[src/rtl/sia_rx_queue_if.sv]
// Host-side bus of the SIA receive queue: pop/output-enable requests and head/flag status.
// The master modport is the host; the slave modport is the queue.
interface sia_rx_queue_if #(
    parameter int DATA_BITS = 12
);
    logic                 rxq_pop_i;
    logic                 rxq_oe_i;
    logic [DATA_BITS-1:0] rxq_dat_o;
    logic                 rxq_full_o;
    logic                 rxq_not_empty_o;

    modport master (
        output rxq_pop_i,
        output rxq_oe_i,
        input  rxq_dat_o,
        input  rxq_full_o,
        input  rxq_not_empty_o
    );

    modport slave (
        input  rxq_pop_i,
        input  rxq_oe_i,
        output rxq_dat_o,
        output rxq_full_o,
        output rxq_not_empty_o
    );
endinterface

[src/rtl/sia_rx_queue.sv]
// SIA receive path: oversampling async deserialiser feeding a small receive queue.
// Optional feature macro SIA_RXQ_OVERRUN_EN adds rxq_overrun_o (sticky dropped-frame flag).
module sia_rx_queue #(
    parameter int SHIFT_REG_WIDTH = 12,
    parameter int BAUD_RATE_WIDTH = 32,
    parameter int DEPTH_BITS      = 2,
    parameter int DATA_BITS       = 12
) (
    input  logic                       clk_i,
    input  logic                       reset_i,
    input  logic [4:0]                 bits_i,
    input  logic [BAUD_RATE_WIDTH-1:0] baud_i,
    input  logic                       eedd_i,
    input  logic                       eedc_i,
    input  logic                       rxd_i,
    input  logic                       rxc_i,
    sia_rx_queue_if.slave              rxq
`ifdef SIA_RXQ_OVERRUN_EN
    ,
    output logic                       rxq_overrun_o
`endif
);
    localparam int DEPTH = 1 << DEPTH_BITS;
    localparam logic [DEPTH_BITS:0] FULL_COUNT = (DEPTH_BITS + 1)'(DEPTH);

    typedef enum logic {IDLE, SAMPLE} state_t;

    state_t                     state_q, state_d;
    logic [BAUD_RATE_WIDTH-1:0] baud_cnt_q, baud_cnt_d;
    logic [4:0]                 bit_cnt_q, bit_cnt_d;
    logic [SHIFT_REG_WIDTH-1:0] shift_q, shift_d;
    logic                       rxd_meta_q, rxd_sync_q, rxd_prev_q;
    logic                       rxc_meta_q, rxc_sync_q, rxc_prev_q;
    logic [DEPTH_BITS-1:0]      wr_ptr_q, wr_ptr_d, rd_ptr_q, rd_ptr_d;
    logic [DEPTH_BITS:0]        count_q, count_d;
    logic                       overrun_q, overrun_d;

    logic [DATA_BITS-1:0]       mem [DEPTH];

    logic [BAUD_RATE_WIDTH:0]   period_ext, half_ext;
    logic [BAUD_RATE_WIDTH-1:0] half_load;
    logic [SHIFT_REG_WIDTH-1:0] shifted;
    logic                       bits_ok, push, push_ok, pop_ok, full;

    // Counter counts down to zero inclusive, so load one less than the wanted interval.
    assign period_ext = {1'b0, baud_i} + (BAUD_RATE_WIDTH + 1)'(1);
    assign half_ext   = period_ext >> 1;
    assign half_load  = (half_ext == '0) ? '0
                      : half_ext[BAUD_RATE_WIDTH-1:0] - BAUD_RATE_WIDTH'(1);
    assign shifted    = {rxd_sync_q, shift_q[SHIFT_REG_WIDTH-1:1]};
    assign bits_ok    = (bits_i != 5'd0) && (int'(bits_i) <= SHIFT_REG_WIDTH);
    assign full       = (count_q == FULL_COUNT);

    always_comb begin
        state_d    = state_q;
        baud_cnt_d = baud_cnt_q;
        bit_cnt_d  = bit_cnt_q;
        shift_d    = shift_q;
        push       = 1'b0;
        case (state_q)
            IDLE: begin
                if (eedd_i && bits_ok && rxd_prev_q && !rxd_sync_q) begin
                    baud_cnt_d = half_load;
                    bit_cnt_d  = 5'd0;
                    state_d    = SAMPLE;
                end
            end
            SAMPLE: begin
                if (baud_cnt_q == '0) begin
                    shift_d    = shifted;
                    baud_cnt_d = baud_i;
                    bit_cnt_d  = bit_cnt_q + 5'd1;
                    if (bit_cnt_q == 5'd0 && rxd_sync_q) begin
                        shift_d = '1;
                        state_d = IDLE;
                    end else if (bit_cnt_q + 5'd1 >= bits_i) begin
                        // >= so a frame length lowered mid-frame still terminates
                        push    = 1'b1;
                        shift_d = '1;
                        state_d = IDLE;
                    end
                end else if (eedc_i && rxc_sync_q && !rxc_prev_q) begin
                    baud_cnt_d = half_load;
                end else begin
                    baud_cnt_d = baud_cnt_q - BAUD_RATE_WIDTH'(1);
                end
            end
            default: state_d = IDLE;
        endcase
    end

    always_comb begin
        push_ok   = push && !full;
        pop_ok    = rxq.rxq_pop_i && (count_q != '0);
        wr_ptr_d  = push_ok ? wr_ptr_q + DEPTH_BITS'(1) : wr_ptr_q;
        rd_ptr_d  = pop_ok  ? rd_ptr_q + DEPTH_BITS'(1) : rd_ptr_q;
        count_d   = count_q;
        if (push_ok && !pop_ok) count_d = count_q + (DEPTH_BITS + 1)'(1);
        if (pop_ok && !push_ok) count_d = count_q - (DEPTH_BITS + 1)'(1);
        overrun_d = overrun_q;
        if (rxq.rxq_pop_i) overrun_d = 1'b0;
        if (push && full)  overrun_d = 1'b1;
    end

    always_ff @(posedge clk_i or negedge reset_i) begin
        if (!reset_i) begin
            state_q    <= IDLE;
            baud_cnt_q <= '0;
            bit_cnt_q  <= '0;
            shift_q    <= '1;
            rxd_meta_q <= 1'b1;
            rxd_sync_q <= 1'b1;
            rxd_prev_q <= 1'b1;
            rxc_meta_q <= 1'b0;
            rxc_sync_q <= 1'b0;
            rxc_prev_q <= 1'b0;
            wr_ptr_q   <= '0;
            rd_ptr_q   <= '0;
            count_q    <= '0;
            overrun_q  <= 1'b0;
        end else begin
            state_q    <= state_d;
            baud_cnt_q <= baud_cnt_d;
            bit_cnt_q  <= bit_cnt_d;
            shift_q    <= shift_d;
            rxd_meta_q <= rxd_i;
            rxd_sync_q <= rxd_meta_q;
            rxd_prev_q <= rxd_sync_q;
            rxc_meta_q <= rxc_i;
            rxc_sync_q <= rxc_meta_q;
            rxc_prev_q <= rxc_sync_q;
            wr_ptr_q   <= wr_ptr_d;
            rd_ptr_q   <= rd_ptr_d;
            count_q    <= count_d;
            overrun_q  <= overrun_d;
        end
    end

    // Storage carries no reset so it can map onto distributed RAM.
    always_ff @(posedge clk_i) begin
        if (push_ok) mem[wr_ptr_q] <= shifted[SHIFT_REG_WIDTH-1 -: DATA_BITS];
    end

    assign rxq.rxq_dat_o       = rxq.rxq_oe_i ? mem[rd_ptr_q] : '0;
    assign rxq.rxq_full_o      = full;
    assign rxq.rxq_not_empty_o = (count_q != '0);

`ifdef SIA_RXQ_OVERRUN_EN
    assign rxq_overrun_o = overrun_q;
`else
    logic unused_overrun;
    assign unused_overrun = overrun_q;
`endif
endmodule

[src/flat_wrapper.sv]
// flat-port wrapper written by rule: the top's interface ports become plain ports
module sia_rx_queue_flat 
#(
    parameter int SHIFT_REG_WIDTH = 12,
    parameter int BAUD_RATE_WIDTH = 32,
    parameter int DEPTH_BITS      = 2,
    parameter int DATA_BITS       = 12
)
  (clk_i, reset_i, bits_i, baud_i, eedd_i, eedc_i, rxd_i, rxc_i, rxq_rxq_pop_i, rxq_rxq_oe_i, rxq_rxq_dat_o, rxq_rxq_full_o, rxq_rxq_not_empty_o);
  sia_rx_queue_if #(.DATA_BITS(DATA_BITS)) rxq_i ();
  input  logic clk_i;
  input  logic reset_i;
  input  logic [4:0] bits_i;
  input  logic [BAUD_RATE_WIDTH-1:0] baud_i;
  input  logic eedd_i;
  input  logic eedc_i;
  input  logic rxd_i;
  input  logic rxc_i;
  input wire logic [$bits(rxq_i.rxq_pop_i)-1:0] rxq_rxq_pop_i;
  input wire logic [$bits(rxq_i.rxq_oe_i)-1:0] rxq_rxq_oe_i;
  output wire logic [$bits(rxq_i.rxq_dat_o)-1:0] rxq_rxq_dat_o;
  output wire logic [$bits(rxq_i.rxq_full_o)-1:0] rxq_rxq_full_o;
  output wire logic [$bits(rxq_i.rxq_not_empty_o)-1:0] rxq_rxq_not_empty_o;
  assign rxq_i.rxq_pop_i = rxq_rxq_pop_i;
  assign rxq_i.rxq_oe_i = rxq_rxq_oe_i;
  assign rxq_rxq_dat_o = rxq_i.rxq_dat_o;
  assign rxq_rxq_full_o = rxq_i.rxq_full_o;
  assign rxq_rxq_not_empty_o = rxq_i.rxq_not_empty_o;
  sia_rx_queue #(.SHIFT_REG_WIDTH(SHIFT_REG_WIDTH), .BAUD_RATE_WIDTH(BAUD_RATE_WIDTH), .DEPTH_BITS(DEPTH_BITS), .DATA_BITS(DATA_BITS)) u_core (.clk_i(clk_i), .reset_i(reset_i), .bits_i(bits_i), .baud_i(baud_i), .eedd_i(eedd_i), .eedc_i(eedc_i), .rxd_i(rxd_i), .rxc_i(rxc_i), .rxq(rxq_i));
endmodule
[config.mk]
export PLATFORM = sky130hd
export DESIGN_NAME = sia_rx_queue_flat
export DESIGN_NICKNAME = d
export VERILOG_FILES = /design/src/rtl/sia_rx_queue_if.sv /design/src/rtl/sia_rx_queue.sv /design/src/flat_wrapper.sv
export SDC_FILE = /design/constraint.sdc
export NUM_CORES = 1
export LEC_CHECK = 0
export BUFFER_PORTS_ARGS = -buffer_cell sky130_fd_sc_hd__buf_4
export CORE_MARGIN = 3
export CORE_UTILIZATION = 55
export DETAILED_ROUTE_END_ITERATION = 12
export PLACE_DENSITY = 0.83
export REMOVE_ABC_BUFFERS = 1
export SYNTH_ARGS = -nofsm -noshare
export SYNTH_HDL_FRONTEND = slang
export SYNTH_SLANG_ARGS = --single-unit
[constraint.sdc]
create_clock -name clk_i -period 3.58 [get_ports clk_i]
set_clock_uncertainty 0.2 [all_clocks]
set_input_delay 0.716 -clock clk_i [delete_from_list [all_inputs] [get_ports clk_i]]
set_output_delay 0.716 -clock clk_i [all_outputs]
set_load 0.01 [all_outputs]
==> summary.txt, run 1 <==
Outcome
  – Outcome: completed

Logic synthesis
  – Mapped Area: 7516 µm²
  – Primary FF master, synth: edfxtp_1
  – Post-synthesis sequential area ratio: 0.4005
  – Synth top area share: 0.1918
  – Cell taking the most area after synthesis: edfxtp_1
  – Flop and latch count out of synthesis: 110
  – YS warnings: 0
  – Post-Syn Instances: 774
  – Syn avg cell area: 9.711 µm²
  – Most area-consuming cells after synthesis: edfxtp_1 19%, dfrtp_1 16%, xnor2_1 6.4%, dfstp_2 4.9%, mux4_2 3.6%
  – Netlist cell types: 82
  – EDFF count, synth: 48
  – Async set-reset flop share out of synthesis: 0.5636
  – Most frequent cells after synthesis: 61 x nand2_1, 61 x nor2_1, 55 x xnor2_1

Detailed routing
  – # DRC: 0
  – Post-route ant nets: 0
  – DR pass1 iterations: 7
  – Via count: 6493
  – DR vias/cell: 6.051
  – Initial DRC count: 651
  – Final wirelength: 19.23 mm
  – Routed length per instance: 17.92 µm

Power and ir drop
  – Leakage: 3.461 nW
  – Pwr dens: 486.5 nW/µm²
  – Worst-case vdd ir drop: 0.3136 mV

Floorplan
  – Initial Util: 0.5653
  – Row count: 42
  – Die ar.: 15100 µm²
  – Die X: 122.9 µm
  – Placeable core area: 13300 µm²
  – Die extent in y: 122.9 µm
  – I/O pin total: 59

Hold path
  – Worst min path class: reg -> reg
  – Worst Hold Launch: u_core.rxd_meta_q
  – Worst hold path endpoint: u_core.rxd_sync_q
  – Hold Path Depth: 0

STA
  – Fmax achieved: 291.6 MHz
  – Slew @ Worst Pin: 0.7766 ns
  – Post-layout min period: 3.430 ns
  – Count of final hold-check violations: 0
  – Final setup margin: 0.1505 ns
  – Final Cycle Share: 0.9580
  – Pins Over Slew Limit: 0
  – Final setup fails: 0
  – Relative slew slack: 0.4823
  – Fin Setup TNS: 0 ns

Clock network
  – TritonCTS clock tree: done
  – Clock Tree Buf Depth: 2
  – H-tree levels: 3
  – TritonCTS Buffers: 9
  – CTS root buf: clkbuf_16
  – Clock sinks: 110
  – Post-cts hold buffer count: 0
  – Clock-pin slew on the worst setup and hold paths: 0.07 ns
  – Worst-Skew Late Latency: 0.35 ns

Placed design
  – GPL Wtd Cong: 0.9506
  – IO buf count: 58
  – Final HPWL DP: 14.48 mm
  – # placed instances: 1056
  – Worst slack, placed: -0.06164 ns

Run
  – Number of max-cap violations: 0

Worst setup path
  – Crit path required time: 3.62 ns
  – Element type at the critical path start: register
  – Crit-path cells: or4_1 > nor3b_2 > nand3_1 > nor3_2 > and3_4 > o41a_1 > nor3b_4 > inv_1 > ha_1 > inv_1 > fa_1 > xor2_1 > nor2_1 > xor2_1
  – Critical path peak fanout: 2
  – Crit Reg-Reg Endpoint: u_core.count_q[2]
  – CP max-delay cell: or4_1
  – Top cell family by delay on the critical path: simple AND/OR/NAND/NOR gates
  – Kind of critical path: reg -> reg
  – WP buf/inv: 2
  – Setup crit end kind: register
  – CP startpoint: u_core.baud_cnt_q[3]
  – Reg2Reg Launch Point: u_core.baud_cnt_q[3]
  – R2R Setup Slk: 0.15 ns
  – Worst EP arrival: 3.47 ns
  – Critical path depth: 14
  – R2R depth: 14
  – Worst stage delay on the critical path: 0.58 ns

Global route
  – GRT Resource Usage Total: 0.2639
  – Antenna violations before repair: 0
  – Largest net degree at the start of global routing: 63
  – First-pass GRT wire length: 31.11 mm
  – Congestion Overflow GR: 0
  – Vias in the first global route: 6352

Finish
  – Synthesis-to-layout area growth: 20.33%
  – Final Non-Filler Cells: 1073
  – Share of cells above drive strength 1: 0.2620
  – # nets final: 954
  – Diodes inserted: 0
[worst max path at each step]
stage                            end  slack, ns
2_1_floorplan  u_core.baud_cnt_q[12]      -0.30
3_3_place_gp   u_core.baud_cnt_q[25]      -0.04
3_5_place_dp   u_core.baud_cnt_q[24]      -0.06
4_1_cts            u_core.count_q[2]       0.06
5_1_grt            u_core.count_q[1]     -0.006
6_report           u_core.count_q[2]       0.15
[repair_timing]
action,in CTS,in global routing
setup buffers,0,1
setup endpoints to repair,2,2
endpoints found under the hold margin,0,0
gates resized for setup,2,2
pin swaps,0,2
[cells in the final DEF (no fill, tap or decap), types with 5 or more instances in the layout]
master,count
nand4_1,15
o211ai_1,8
or3_1,8
and3_1,10
nand2b_1,6
edfxtp_1,48
a31oi_1,5
dfstp_2,14
xnor2_1,55
xor2_1,24
nand2_1,61
o31ai_1,5
a221oi_1,13
dfrtp_1,48
ha_1,16
nor4_1,21
inv_1,23
o21ai_0,48
and4_1,9
nor2_1,61
mux4_2,12
or4_1,5
a21oi_1,16
nand3_1,26
and2_1,22
o22a_1,10
clkbuf_16,9
mux2i_1,7
a22oi_1,13
buf_12,5
buf_4,152
nor3_1,33
[per-layer routing]
| metal | vias to the layer above | wire length, µm | global-route usage |
|---|---|---|---|
| met4 | 0 | 598 | 0.1043 |
| met3 | 46 | 1088 | 0.04666 |
| met2 | 259 | 9866 | 0.4722 |
| met5 | - | 0 | 0 |
| met1 | 3075 | 7677 | 0.3148 |
| li1 | 3113 | - | - |
[through the flow]
stage	cell area (µm²)	util	hold WS [ns]	total power, W
finish	9044	0.6802	0.1539	0.004399
global route	9044	0.6802	0.1578	0.004683
CTS	9025	0.6788	0.1566	0.004395
detailed placement	8715	0.6555	0.1405	0.003383
global placement	8715	0.6555	0.1363	0.003309
floorplan	7254	-	0.1312	0.002784
[final cells by class]
cell class                      count  area, µm²
Fill cell                        1022       4252
Inverter                           24      90.09
Sequential cell                   110       3010
Multi-Input combinational cell    590       4182
Tap cell                          176      220.2
Clock inverter                      7      75.07
Clock buffer                        9      225.2
Timing Repair Buffer              157       1241
[registers in the layout, summed over array words and instances (netlist names)]
register and flops:
u_core.rxd_sync_q 1, u_core.mem 48, u_core.shift_q 11, u_core.rxd_meta_q 1, u_core.baud_cnt_q 32, u_core.rxc_sync_q 1, u_core.state_q 1, u_core.rxd_prev_q 1
u_core.count_q 3, u_core.rxc_meta_q 1, u_core.bit_cnt_q 5, u_core.rxc_prev_q 1, u_core.rd_ptr_q 2, u_core.wr_ptr_q 2
[power by group]
group | switching [W] | internal (W)
Sequential | 0.000325 | 0.00154
Clock | 0.000494 | 0.000494
Combinational | 0.000743 | 0.000806
[logic make-up after synthesis]
logic type | synth area share
simple gates | 0.2399
compound gates | 0.1432
flops | 0.4005
xor+xnor | 0.09206
buf+inv | 0.04678
mux | 0.04828
fa+ha+maj | 0.02930
Power figures use the tool's default switching activity.
==> run 2, diff against run 1 <==
--- a/config.mk
+++ b/config.mk
@@ -5,11 +5,12 @@
 export SDC_FILE = /design/constraint.sdc
 export NUM_CORES = 1
 export LEC_CHECK = 0
+export ABC_AREA = 1
 export BUFFER_PORTS_ARGS = -buffer_cell sky130_fd_sc_hd__buf_4
 export CORE_MARGIN = 3
-export CORE_UTILIZATION = 55
+export CORE_UTILIZATION = 56
 export DETAILED_ROUTE_END_ITERATION = 12
-export PLACE_DENSITY = 0.83
+export PLACE_DENSITY = 0.84
 export REMOVE_ABC_BUFFERS = 1
 export SYNTH_ARGS = -nofsm -noshare
 export SYNTH_HDL_FRONTEND = slang
==> run 2 against run 1 <==
  * Combinational power shrank 25%
  * Flip-flop and latch count is the same
  * Non-clock buffer count shrank 83
  * Fmax grew 4.3%
  * Synthesized cell count grew 61%
  * Sequential power shrank 16%
  * Worst setup slack gained 0.14 ns
  * Final cell count grew 39%
  * Critical path depth grew 1
  * Critical path type unchanged
  * Critical endpoint unchanged
  * Largest cell class unchanged
  * Highest routed layer unchanged
==> summary.txt, run 2 <==
Clock network
  – Post-cts hold buffer count: 0
  – TritonCTS clock tree: done
  – TritonCTS Buffers: 9
  – Worst-Skew Late Latency: 0.36 ns
  – H-tree levels: 3
  – Clock-pin slew on the worst setup and hold paths: 0.08 ns
  – Clock sinks: 110
  – CTS root buf: clkbuf_16
  – Setup Buffers After CTS: 0
  – Clock Tree Buf Depth: 2

Detailed routing
  – Post-route ant nets: 0
  – Final wirelength: 21.90 mm
  – Routed length per instance: 14.70 µm
  – DR vias/cell: 5.559
  – DR pass1 iterations: 8
  – Initial DRC count: 761
  – # DRC: 0
  – Via count: 8283

Finish
  – Multi-input logic area: 4712 µm²
  – FILL cells: 1323
  – Biggest regs: u_core.mem (48), u_core.baud_cnt_q (32), u_core.shift_q (11)
  – Most frequent cells in the layout: 354 x nand2_1, 174 x nor2_1, 154 x inv_1, 105 x nand3_1, 87 x o21ai_0
  – Final Non-Filler Cells: 1490
  – Synthesis-to-layout area growth: 11.39%
  – Post-route cell area: 9407 µm²
  – FF/Latch Area: 3012 µm²
  – Number of flip-flops in the largest register: 48
  – Share of cells above drive strength 1: 0.1325
  – Commonest non-fill, non-tap cell in the layout: nand2_1
  – Largest reg by FF count: u_core.mem
  – Final Util: 0.6423
  – Diodes inserted: 0
  – # nets final: 1363

STA
  – Fmax achieved: 304.0 MHz
  – Count of final hold-check violations: 0
  – RSZ-0062 raised after global routing: no
  – Fin Setup TNS: 0 ns
  – Final setup fails: 0
  – Post-layout min period: 3.289 ns
  – Final Cycle Share: 0.9188
  – Final setup margin: 0.2907 ns
  – Pins Over Slew Limit: 0
  – Relative slew slack: 0.4546
  – Slew @ Worst Pin: 0.8181 ns

Logic synthesis
  – Most area-consuming cells after synthesis: edfxtp_1 17%, nand2_1 16%, dfrtp_1 14%, nor2_1 7.8%, inv_1 6.8%
  – Most common cell in the netlist: nand2_1
  – Post-synthesis sequential area ratio: 0.3565
  – Most frequent cells after synthesis: 354 x nand2_1, 175 x nor2_1, 154 x inv_1
  – EDFF count, synth: 48
  – Cell taking the most area after synthesis: edfxtp_1
  – Flop and latch count out of synthesis: 110
  – Netlist cell types: 44
  – Post-Syn Instances: 1243
  – YS warnings: 0
  – Synth top area share: 0.1707
  – Primary FF master, synth: edfxtp_1
  – Syn avg cell area: 6.794 µm²
  – Async set-reset flop share out of synthesis: 0.5636
  – Mapped Area: 8444 µm²

Outcome
  – Outcome: completed

Worst setup path
  – Crit path required time: 3.61 ns
  – Critical path peak fanout: 8
  – R2R Setup Slk: 0.29 ns
  – Setup crit end kind: register
  – Element type at the critical path start: register
  – Crit Reg-Reg Endpoint: u_core.count_q[2]
  – Reg2Reg Launch Point: u_core.bit_cnt_q[0]
  – Worst EP arrival: 3.32 ns
  – R2R depth: 15
  – Kind of critical path: reg -> reg

Floorplan
  – Die X: 128.8 µm
  – I/O pin total: 59
  – Die extent in y: 128.8 µm
  – Initial Util: 0.5766
  – Placeable core area: 14640 µm²
  – Die ar.: 16590 µm²
  – Row count: 44

Power and ir drop
  – Worst-case vdd ir drop: 0.2508 mV
  – Leakage: 4.238 nW
  – Pwr dens: 395.8 nW/µm²

Hold path
  – Worst min path class: reg -> reg
  – Worst hold path endpoint: u_core.rxd_sync_q
  – Hold Path Depth: 0
  – Worst Hold Launch: u_core.rxd_meta_q

Global route
  – Antenna violations before repair: 0
  – Congestion Overflow GR: 0
  – GRT Resource Usage Total: 0.2680
  – Largest net degree at the start of global routing: 63
  – Vias in the first global route: 7595
  – First-pass GRT wire length: 35.99 mm

Placed design
  – Worst slack, placed: 0.2785 ns
  – Placed Area: 9100 µm²
  – GPL Wtd Cong: 0.9619
  – IO buf count: 58
  – Final HPWL DP: 16.60 mm
  – # placed instances: 1474

Run
  – Number of max-cap violations: 0
-- run 2: cell count changes after synthesis, moves of 39 or more --
| cell | delta |
|---|---|
| nand2_1 | +293 |
| inv_1 | +131 |
| xnor2_1 | -42 |
| nor2_1 | +114 |
| nand3_1 | +79 |
| o21ai_0 | +39 |
-- run 2: worst max-delay path by stage --
| stage | start | end | slack, ns | cells past startpoint |
|---|---|---|---|---|
| 2_1_floorplan | u_core.baud_cnt_q[0] | u_core.mem[0][0] | 0.37 | 14 |
| 3_3_place_gp | u_core.bit_cnt_q[0] | u_core.count_q[2] | 0.36 | 15 |
| 3_5_place_dp | u_core.bit_cnt_q[0] | u_core.count_q[2] | 0.28 | 15 |
| 4_1_cts | u_core.bit_cnt_q[0] | u_core.count_q[2] | 0.25 | 15 |
| 5_1_grt | u_core.bit_cnt_q[0] | u_core.count_q[2] | 0.02 | 15 |
| 6_report | u_core.bit_cnt_q[0] | u_core.count_q[2] | 0.29 | 15 |
-- run 2: report_power, final --
part           internal (W)  switching, W
registers           0.00143      0.000129
clock network      0.000495      0.000509
logic              0.000433      0.000725
total               0.00236       0.00136
-- run 2: metrics by stage --
| step | power [W] | hold slack [ns] |
|---|---|---|
| after floorplan | 0.002320 | 0.1312 |
| after global placement | 0.002672 | 0.1334 |
| after detailed placement | 0.002718 | 0.1491 |
| after CTS | 0.003713 | 0.1626 |
| after global routing | 0.003965 | 0.1657 |
| final | 0.003723 | 0.1600 |
-- run 2: timing repair --
action,4_1_cts,5_1_grt
hold endpoints to repair,0,0
resized for setup,0,2
endpoints found under the setup margin,0,1
-- run 2: cell families (layout without fill, tap and decap cells) --
kind of cell | after synthesis | after routing | share of synthesized area
adder cells (fa/ha/maj) | 17 | 17 | 0.02608
AO/OA/AOI/OAI | 146 | 146 | 0.09157
buffers and inverters | 187 | 250 | 0.08683
flip-flops | 110 | 110 | 0.3565
XOR/XNOR | 42 | 42 | 0.04356
AND/OR/NAND/NOR | 741 | 741 | 0.3955
-- run 2: area by class of cell --
class	instances	area share
clock inverter	7	0.007582
clock buffer	9	0.02394
timing repair buffer	74	0.05906
multi-input combinational	946	0.5009
inverter	160	0.06385
tap	184	0.02447
sequential	110	0.3202
-- run 2: per-layer routing --
metal | global-route usage | up-vias | wire length [µm]
met5 | 0 | - | 0
met1 | 0.3442 | 3768 | 9233
met2 | 0.4604 | 347 | 10470
met3 | 0.03611 | 59 | 1489
met4 | 0.1019 | 0 | 707
li1 | - | 4109 | -
-- run 2: worst max-delay path: stages, from the launching register on --
cell     delay [ns]
dfrtp_2        0.44
ha_1           0.24
nand3_1        0.10
xor2_1         0.17
inv_1          0.06
ha_1           0.32
a21oi_1        0.18
o221a_2        0.21
nand2_1        0.10
nand4_4        0.13
ha_1           0.16
inv_1          0.06
fa_1           0.37
a21oi_1        0.15
o21ai_0        0.11
xor2_1         0.15
==> run 3, diff against run 2 <==
--- a/config.mk
+++ b/config.mk
@@ -8,9 +8,9 @@
 export ABC_AREA = 1
 export BUFFER_PORTS_ARGS = -buffer_cell sky130_fd_sc_hd__buf_4
 export CORE_MARGIN = 3
-export CORE_UTILIZATION = 56
+export CORE_UTILIZATION = 62
 export DETAILED_ROUTE_END_ITERATION = 12
-export PLACE_DENSITY = 0.84
+export PLACE_DENSITY = 0.88
 export REMOVE_ABC_BUFFERS = 1
 export SYNTH_ARGS = -nofsm -noshare
 export SYNTH_HDL_FRONTEND = slang
==> constraint.sdc (replaced) <==
create_clock -name clk_i -period 3.4 [get_ports clk_i]
set_clock_uncertainty 0.2 [all_clocks]
set_input_delay 0.68 -clock clk_i [delete_from_list [all_inputs] [get_ports clk_i]]
set_output_delay 0.68 -clock clk_i [all_outputs]
set_load 0.01 [all_outputs]
==> run 3 against run 2 <==
  * Worst hold slack lost 0.0023 ns
  * Flip-flop and latch count unchanged
  * First-iteration DRC count fell by 8.3%
  * Combinational power grew 5%
  * Utilization rose by 7.0 points
  * Global-route usage is 3.1 points higher
  * Clock power rose by 10%
  * Cell area rose by 0.65%
  * Register-to-register slack got worse by 0.05 ns
  * Die area decreased by 9.2%
  * Fmax is 4.0% higher
  * Critical path type unchanged
  * Highest routed layer unchanged
==> summary.txt, run 3 (synthesis results as in run 2) <==
Global route
  – GRT Resource Usage Total: 0.2992
  – Congestion Overflow GR: 0
  – First-pass GRT wire length: 35.56 mm
  – Vias in the first global route: 7569
  – Antenna violations before repair: 0
  – Largest net degree at the start of global routing: 63

Finish
  – Commonest non-fill, non-tap cell in the layout: nand2_1
  – Diodes inserted: 0
  – Largest reg by FF count: u_core.mem
  – Synthesis-to-layout area growth: 12.12%
  – Biggest regs: u_core.mem (48), u_core.baud_cnt_q (32), u_core.shift_q (11)
  – Share of cells above drive strength 1: 0.1374
  – Most frequent cells in the layout: 353 x nand2_1, 174 x nor2_1, 154 x inv_1, 105 x nand3_1, 86 x o21ai_0
  – # nets final: 1367
  – Number of flip-flops in the largest register: 48

Detailed routing
  – # DRC: 0
  – Final wirelength: 21.95 mm
  – Initial DRC count: 698
  – Via count: 8156
  – DR pass1 iterations: 7
  – Post-route ant nets: 0
  – Routed length per instance: 14.77 µm
  – DR vias/cell: 5.489

STA
  – RSZ-0062 raised after global routing: no
  – Hold Slack: 0.1577 ns
  – Fmax achieved: 316.1 MHz
  – Post-layout min period: 3.163 ns
  – Final setup margin: 0.2365 ns
  – Count of final hold-check violations: 0
  – Final Cycle Share: 0.9304
  – Slew @ Worst Pin: 0.8034 ns
  – Pins Over Slew Limit: 0
  – Fin Setup TNS: 0 ns
  – Relative slew slack: 0.4644
  – Final setup fails: 0

Clock network
  – Clock-pin slew on the worst setup and hold paths: 0.08 ns
  – Post-cts hold buffer count: 0
  – Worst-Skew Late Latency: 0.36 ns
  – TritonCTS clock tree: done
  – TritonCTS Buffers: 9
  – Clock sinks: 110
  – H-tree levels: 3
  – CTS root buf: clkbuf_16
  – Clock Tree Buf Depth: 2

Placed design
  – Final HPWL DP: 16.52 mm
  – GPL Wtd Cong: 0.9951
  – IO buf count: 58
  – Worst slack, placed: 0.1939 ns

Floorplan
  – Placeable core area: 13300 µm²
  – Initial Util: 0.6351
  – Die ar.: 15060 µm²
  – Die extent in y: 122.7 µm
  – I/O pin total: 59
  – Die X: 122.7 µm
  – Row count: 42

Worst setup path
  – Kind of critical path: reg -> reg
  – Crit path required time: 3.43 ns
  – CP max-delay cell: dfrtp_2
  – Element type at the critical path start: register
  – Worst stage delay on the critical path: 0.44 ns
  – Setup crit end kind: register
  – WP buf/inv: 2
  – Worst EP arrival: 3.19 ns
  – Top cell family by delay on the critical path: adder cells
  – Crit-path cells: ha_1 > nand3_1 > xor2_1 > inv_1 > ha_4 > a21oi_2 > o221a_2 > nand2_1 > nand4_2 > ha_1 > inv_1 > fa_1 > a21oi_1 > o21ai_0 > xor2_1
  – Critical path peak fanout: 5

Power and ir drop
  – Pwr dens: 419.2 nW/µm²
  – Worst-case vdd ir drop: 0.2485 mV
  – Leakage: 4.266 nW

Hold path
  – Worst min path class: reg -> reg

Run
  – Number of max-cap violations: 0

Outcome
  – Outcome: completed
-- run 3: where the power goes --
group | switching (W) | internal, W
sequential | 0.000137 | 0.00151
combinational | 0.000760 | 0.000460
clock | 0.000509 | 0.000594
-- run 3: stage by stage --
stage	instance area, µm²	instances	util	total power [W]
floorplan	8312	1216	-	0.002443
CTS	9420	1484	0.7085	0.003953
global route	9468	1486	0.7121	0.004205
detailed placement	9105	1468	0.6848	0.002854
global placement	9105	1468	0.6848	0.002812
finish	9468	1486	0.7121	0.003969
-- run 3: area by class of cell --
cell class | instances | area, µm²
clock buffer | 10 | 229.0
clock inverter | 6 | 86.33
fill | 1094 | 3827
inverter | 160 | 600.6
multi-input combinational | 946 | 4735
sequential | 110 | 3012
tap | 176 | 220.2
timing repair buffer | 78 | 585.6
-- run 3: final timing paths --
| kind | startpoint | endpoint | slack (ns) | depth (start not counted) |
|---|---|---|---|---|
| worst max-delay path | u_core.bit_cnt_q[0] | u_core.count_q[2] | 0.24 | 15 |
| worst min-delay path | u_core.rxc_meta_q | u_core.rxc_sync_q | 0.16 | 0 |
| worst max register to register | u_core.bit_cnt_q[0] | u_core.count_q[2] | 0.24 | 15 |
| worst min register to register | u_core.rxc_meta_q | u_core.rxc_sync_q | 0.16 | 0 |
| max in group asynchronous | reset_i | u_core.bit_cnt_q[0] | 2.24 | 1 |
| min in group asynchronous | reset_i | u_core.baud_cnt_q[1] | 0.19 | 1 |
-- run 3: per-layer routing --
metal | vias to the layer above | routed length, µm | GRT usage
li1 | 4110 | - | -
met1 | 3668 | 8757 | 0.3719
met2 | 332 | 10920 | 0.5278
met3 | 46 | 1617 | 0.04009
met4 | 0 | 658 | 0.1134
met5 | - | 0 | 0
-- run 3: worst reg2reg max path: stages, from the launching register on --
cell	delay (ns)
dfrtp_2	0.44
ha_1	0.23
nand3_1	0.10
xor2_1	0.21
inv_1	0.11
ha_4	0.24
a21oi_2	0.14
o221a_2	0.20
nand2_1	0.08
nand4_2	0.11
ha_1	0.14
inv_1	0.07
fa_1	0.38
a21oi_1	0.14
o21ai_0	0.11
xor2_1	0.15
-- run 3: timing repair --
action,CTS,global route
setup endpoints to repair,0,5
gates resized for setup,0,8
setup buffers,0,2
